$ cat src/rtl/isqrt_pkg.sv
// Shared widths and helpers for the pipelined integer square root.
package isqrt_pkg;

  localparam int unsigned DEF_WIDTH = 32;
  localparam int unsigned DEF_TAG_W = 8;

  // Root bits resolved by a WIDTH-bit radicand.
  function automatic int unsigned root_w(input int unsigned width);
    return width / 2;
  endfunction

  // Internal partial remainder width: wide enough for the trial subtraction at every stage.
  function automatic int unsigned rem_w(input int unsigned width);
    return width / 2 + 2;
  endfunction

  // Final remainder width: x - y*y never exceeds 2*y.
  function automatic int unsigned rem_out_w(input int unsigned width);
    return width / 2 + 1;
  endfunction

endpackage

$ cat src/rtl/isqrt_stage.sv
// One restoring square-root stage: resolves a single root bit and registers the slot.
module isqrt_stage
  import isqrt_pkg::*;
#(
  parameter int unsigned WIDTH = DEF_WIDTH,
  parameter int unsigned TAG_W = DEF_TAG_W,
  localparam int unsigned RT_W = root_w(WIDTH),
  localparam int unsigned RM_W = rem_w(WIDTH)
) (
  input  logic              clock,
  input  logic              reset,
  input  logic              en,
  input  logic              d_valid,
  input  logic [TAG_W-1:0]  d_tag,
  input  logic [WIDTH-1:0]  d_xr,
  input  logic [RT_W-1:0]   d_root,
  input  logic [RM_W-1:0]   d_rem,
  output logic              q_valid,
  output logic [TAG_W-1:0]  q_tag,
  output logic [WIDTH-1:0]  q_xr,
  output logic [RT_W-1:0]   q_root,
  output logic [RM_W-1:0]   q_rem
);

  logic [RM_W-1:0] rem_t;
  logic [RM_W-1:0] trial;
  logic [RM_W-1:0] rem_n;
  logic [RT_W-1:0] root_n;
  logic            fits;

  // Bring down the next two radicand bits and try subtracting 4*root+1.
  // The incoming remainder is at most 2*root, so its top two bits are always zero.
  always_comb begin
    rem_t  = RM_W'({d_rem, d_xr[WIDTH-1 -: 2]});
    trial  = {d_root, 2'b01};
    fits   = (rem_t >= trial);
    rem_n  = fits ? (rem_t - trial) : rem_t;
    root_n = {d_root[RT_W-2:0], fits};
  end

  always_ff @(posedge clock or posedge reset) begin
    if (reset) begin
      q_valid <= 1'b0;
      q_tag   <= '0;
      q_xr    <= '0;
      q_root  <= '0;
      q_rem   <= '0;
    end else if (en) begin
      q_valid <= d_valid;
      q_tag   <= d_tag;
      q_xr    <= d_xr << 2;
      q_root  <= root_n;
      q_rem   <= rem_n;
    end
  end

endmodule

$ cat src/rtl/isqrt_pipe.sv
// Fully pipelined floor(sqrt(x)) with remainder; one root bit per stage, global stall.
module isqrt_pipe
  import isqrt_pkg::*;
#(
  parameter int unsigned WIDTH = DEF_WIDTH,
  parameter int unsigned TAG_W = DEF_TAG_W
) (
  input  logic                  clock,
  input  logic                  reset,
  input  logic                  in_valid,
  output logic                  in_ready,
  input  logic [WIDTH-1:0]      x,
  input  logic [TAG_W-1:0]      in_tag,
  output logic                  out_valid,
  input  logic                  out_ready,
  output logic [WIDTH/2-1:0]    y,
  output logic [WIDTH/2:0]      rem,
  output logic [TAG_W-1:0]      out_tag
);

  localparam int unsigned N_STAGES = WIDTH / 2;
  localparam int unsigned RT_W     = root_w(WIDTH);
  localparam int unsigned RM_W     = rem_w(WIDTH);
  localparam int unsigned RO_W     = rem_out_w(WIDTH);

  logic             en;
  logic             vld_p  [0:N_STAGES];
  logic [TAG_W-1:0] tag_p  [0:N_STAGES];
  logic [WIDTH-1:0] xr_p   [0:N_STAGES];
  logic [RT_W-1:0]  root_p [0:N_STAGES];
  logic [RM_W-1:0]  rem_p  [0:N_STAGES];
  logic [WIDTH-1:0] unused_xr;

  // The whole pipe advances unless a finished result is waiting on the consumer.
  assign en       = !out_valid || out_ready;
  assign in_ready = en;

  assign vld_p[0]  = in_valid;
  assign tag_p[0]  = in_tag;
  assign xr_p[0]   = x;
  assign root_p[0] = '0;
  assign rem_p[0]  = '0;

  for (genvar i = 0; i < N_STAGES; i++) begin : g_stage
    isqrt_stage #(
      .WIDTH (WIDTH),
      .TAG_W (TAG_W)
    ) u_stage (
      .clock   (clock),
      .reset   (reset),
      .en      (en),
      .d_valid (vld_p[i]),
      .d_tag   (tag_p[i]),
      .d_xr    (xr_p[i]),
      .d_root  (root_p[i]),
      .d_rem   (rem_p[i]),
      .q_valid (vld_p[i+1]),
      .q_tag   (tag_p[i+1]),
      .q_xr    (xr_p[i+1]),
      .q_root  (root_p[i+1]),
      .q_rem   (rem_p[i+1])
    );
  end

  // Results come straight from the last stage's flops.
  assign out_valid = vld_p[N_STAGES];
  assign y         = root_p[N_STAGES];
  assign rem       = RO_W'(rem_p[N_STAGES]);
  assign out_tag   = tag_p[N_STAGES];

  // Radicand is fully consumed by the last stage.
  assign unused_xr = xr_p[N_STAGES];

endmodule
$ cat config.mk
export PLATFORM = sky130hd
export DESIGN_NAME = isqrt_pipe
export DESIGN_NICKNAME = d
export VERILOG_FILES = /design/src/rtl/isqrt_pkg.sv /design/src/rtl/isqrt_stage.sv /design/src/rtl/isqrt_pipe.sv
export SDC_FILE = /design/constraint.sdc
export NUM_CORES = 2
export LEC_CHECK = 0
export CORE_MARGIN = 2
export CORE_UTILIZATION = 47
export CTS_CLUSTER_SIZE = 24
export DETAILED_ROUTE_END_ITERATION = 8
export PLACE_DENSITY = 0.7
export SYNTH_ARGS = -nofsm -noshare
export SYNTH_HDL_FRONTEND = slang
export SYNTH_HIERARCHICAL = 1
export SYNTH_SLANG_ARGS = --single-unit
$ cat constraint.sdc
create_clock -name clock -period 5.4 [get_ports clock]
set_input_delay 1.35 -clock clock [delete_from_list [all_inputs] [get_ports clock]]
set_output_delay 1.35 -clock clock [all_outputs]
set_load 0.01 [all_outputs]
==> key figures <==
Finish
  – Post-route cell area: 55900 um2
  – Share of cells above drive strength 1: 20.8%
  – Fin nets: 5133
  – Fin util: 52.4%
  – N_diodes: 0
  – P&R area growth vs syn: 10.9%

Route
  – Remaining DRCs: 0
  – Routed length per instance: 18.3 um
  – Antenna viol nets, final: 0
  – Vias per std cell: 5.54
  – Top layer in use: met4
  – Routed wl met3: 3.25 mm
  – M1 wire length: 51.6 mm
  – DRT iter0 DRCs: 2211
  – Via count: 34800
  – Final wirelength: 115 mm
  – Drt first pass iters: 5
  – WL met2: 56.8 mm

Clock network
  – Clk pin slew, worst setup/hold paths: 0.06 ns
  – Sink Count: 897
  – Hold-fix buffers at CTS: 0
  – H-tree levels: 3
  – Worst-Skew Late Latency: 0.70 ns
  – Total CTS buffers: 99
  – Root buffer cell: clkbuf_16
  – Post-CTS setup repair buffer count: 0
  – CTS tree: built
  – Post_cts resized: 0
  – CTS max path bufs: 3

Timing
  – Maximum clock rate: 245 MHz
  – Fin. Hold Viols: 0
  – Worst slew margin: 24.0%
  – Clock Skews: 0.0562 ns
  – RSZ-0062 raised after global routing: no
  – Max Slew Vio Count: 0
  – Fin crit period: 4.08 ns
  – Setup TNS Final: 0 ns
  – WHS: 0.487 ns
  – Endpoints failing setup: 0
  – Worst-Margin Slew: 1.14 ns
  – Final worst-path cycle share: 75.6%

Setup path
  – CP startpoint kind: primary input
  – Critical-path top delay cell: clkdlybuf4s50_1
  – Worst path most repeated cell: clkdlybuf4s50_1
  – Critical path class: primary input to output pin
  – Critical path required time: 4.05 ns
  – CP cell instances: clkdlybuf4s50_1, nand2b_4, clkdlybuf4s50_1
  – CP max stage delay: 0.60 ns
  – Critical path capture point type: output pin
  – CP top delay family: buffers and inverters
  – WP buf/inv: 2
  – CP max FO: 13
  – Critical Path AT: 2.73 ns

Global routing
  – First-pass GRT wire length: 189 mm
  – Antenna violations before repair: 0
  – Total grt overflow: 0
  – Vias in the first global route: 34500
  – Largest net degree at the start of global routing: 189
  – Tot GR Track Use: 20.9%

Synth
  – Post-Syn Area per Cell: 10.7 um2
  – Mapped Area: 50400 um2
  – Cells after synthesis: 4730
  – Yosys warns: 6

Floorplanning
  – Number of I/O pins: 87
  – Die width: 331 um
  – Die H: 331 um
  – Site row count: 120
  – Initial Util: 47.2%
  – Die Area: 110000 um2
  – Core Area: 107000 um2

Outcome
  – Outcome: finished clean

Placement
  – Gpl congestion: 0.887
  – Placed cell area: 52500 um2
  – Final HPWL DP: 85.0 mm
  – PortBufs: 86

Worst hold path
  – Hold/Removal Path Class: flip-flop to flip-flop

Run
  – Max-cap viol count: 0
## flip-flops by register name, indices dropped and copies added (netlist names)
| name | flops |
|---|---|
| g_stage.u_stage/q_root | 256 |
| g_stage.u_stage/q_rem | 257 |
| g_stage.u_stage/q_xr | 240 |
| g_stage.u_stage/q_valid | 16 |
| g_stage.u_stage/q_tag | 128 |
## worst paths after layout
kind	start	endpoint	slack, ns	cells after the start
max	out_ready	in_ready	1.32	3
min	g_stage[6].u_stage/q_rem[14]	g_stage[6].u_stage/q_rem[14]	0.49	2
max reg2reg	g_stage[3].u_stage/q_root[5]	g_stage[4].u_stage/q_rem[4]	2.49	9
min reg2reg	g_stage[6].u_stage/q_rem[14]	g_stage[6].u_stage/q_rem[14]	0.49	2
max in group asynchronous	reset	g_stage[13].u_stage/q_tag[7]	2.62	2
min in group asynchronous	reset	g_stage[0].u_stage/q_valid	1.76	2
## layout make-up
type / instances / area, um2
Multi-Input combinational cell: 3312 / 25700
Timing Repair Buffer: 119 / 1210
Sequential cell: 897 / 22400
Tap cell: 1403 / 1760
Fill cell: 9365 / 50800
Inverter: 372 / 1400
Clock buffer: 138 / 2830
Clock inverter: 44 / 581
## placed cells by master (no fill, tap or decap), drive strengths merged, types with 12 or more instances in the layout
master / instances
inv: 361
o31ai: 39
mux2i: 119
clkbuf: 138
a31o: 30
or2: 12
o221ai: 31
a311oi: 18
nor2: 311
o211a: 12
dfrtp: 897
ha: 288
nand2b: 44
and3: 25
buf: 33
a211oi: 19
a21o: 45
xor2: 70
a21oi: 325
o211ai: 24
a31oi: 64
and2: 30
clkdlybuf4s50: 86
o21ai: 240
a41oi: 34
nand3: 139
nor2b: 55
xnor2: 144
nand4: 42
nand2: 242
clkinv: 42
conb: 61
nor3: 77
o21a: 35
mux2: 643
## tightest hold or removal path, delay by kind of cell, from the launching register on
family	cells	cell delay, ns
and+or+nand+nor	1	0.05
DFF	1	0.35
AOI/OAI and AO/OA	1	0.05
## layer usage
layer / up-vias / track usage [%]
met2: 561 / 35.9
met1: 17200 / 27.8
li1: 16900 / -
met3: 200 / 2.29
met5: - / 0
met4: 0 / 6.54
## through the flow
step	setup slack, ns	instances
floorplan	1.72	4790
global placement	1.16	6103
detailed placement	1.12	6103
CTS	1.30	6285
global route	1.28	6285
finish	1.32	6285
Power is not shown: default switching activity piles up to over one toggle a cycle in this logic, so the estimate is an artifact.
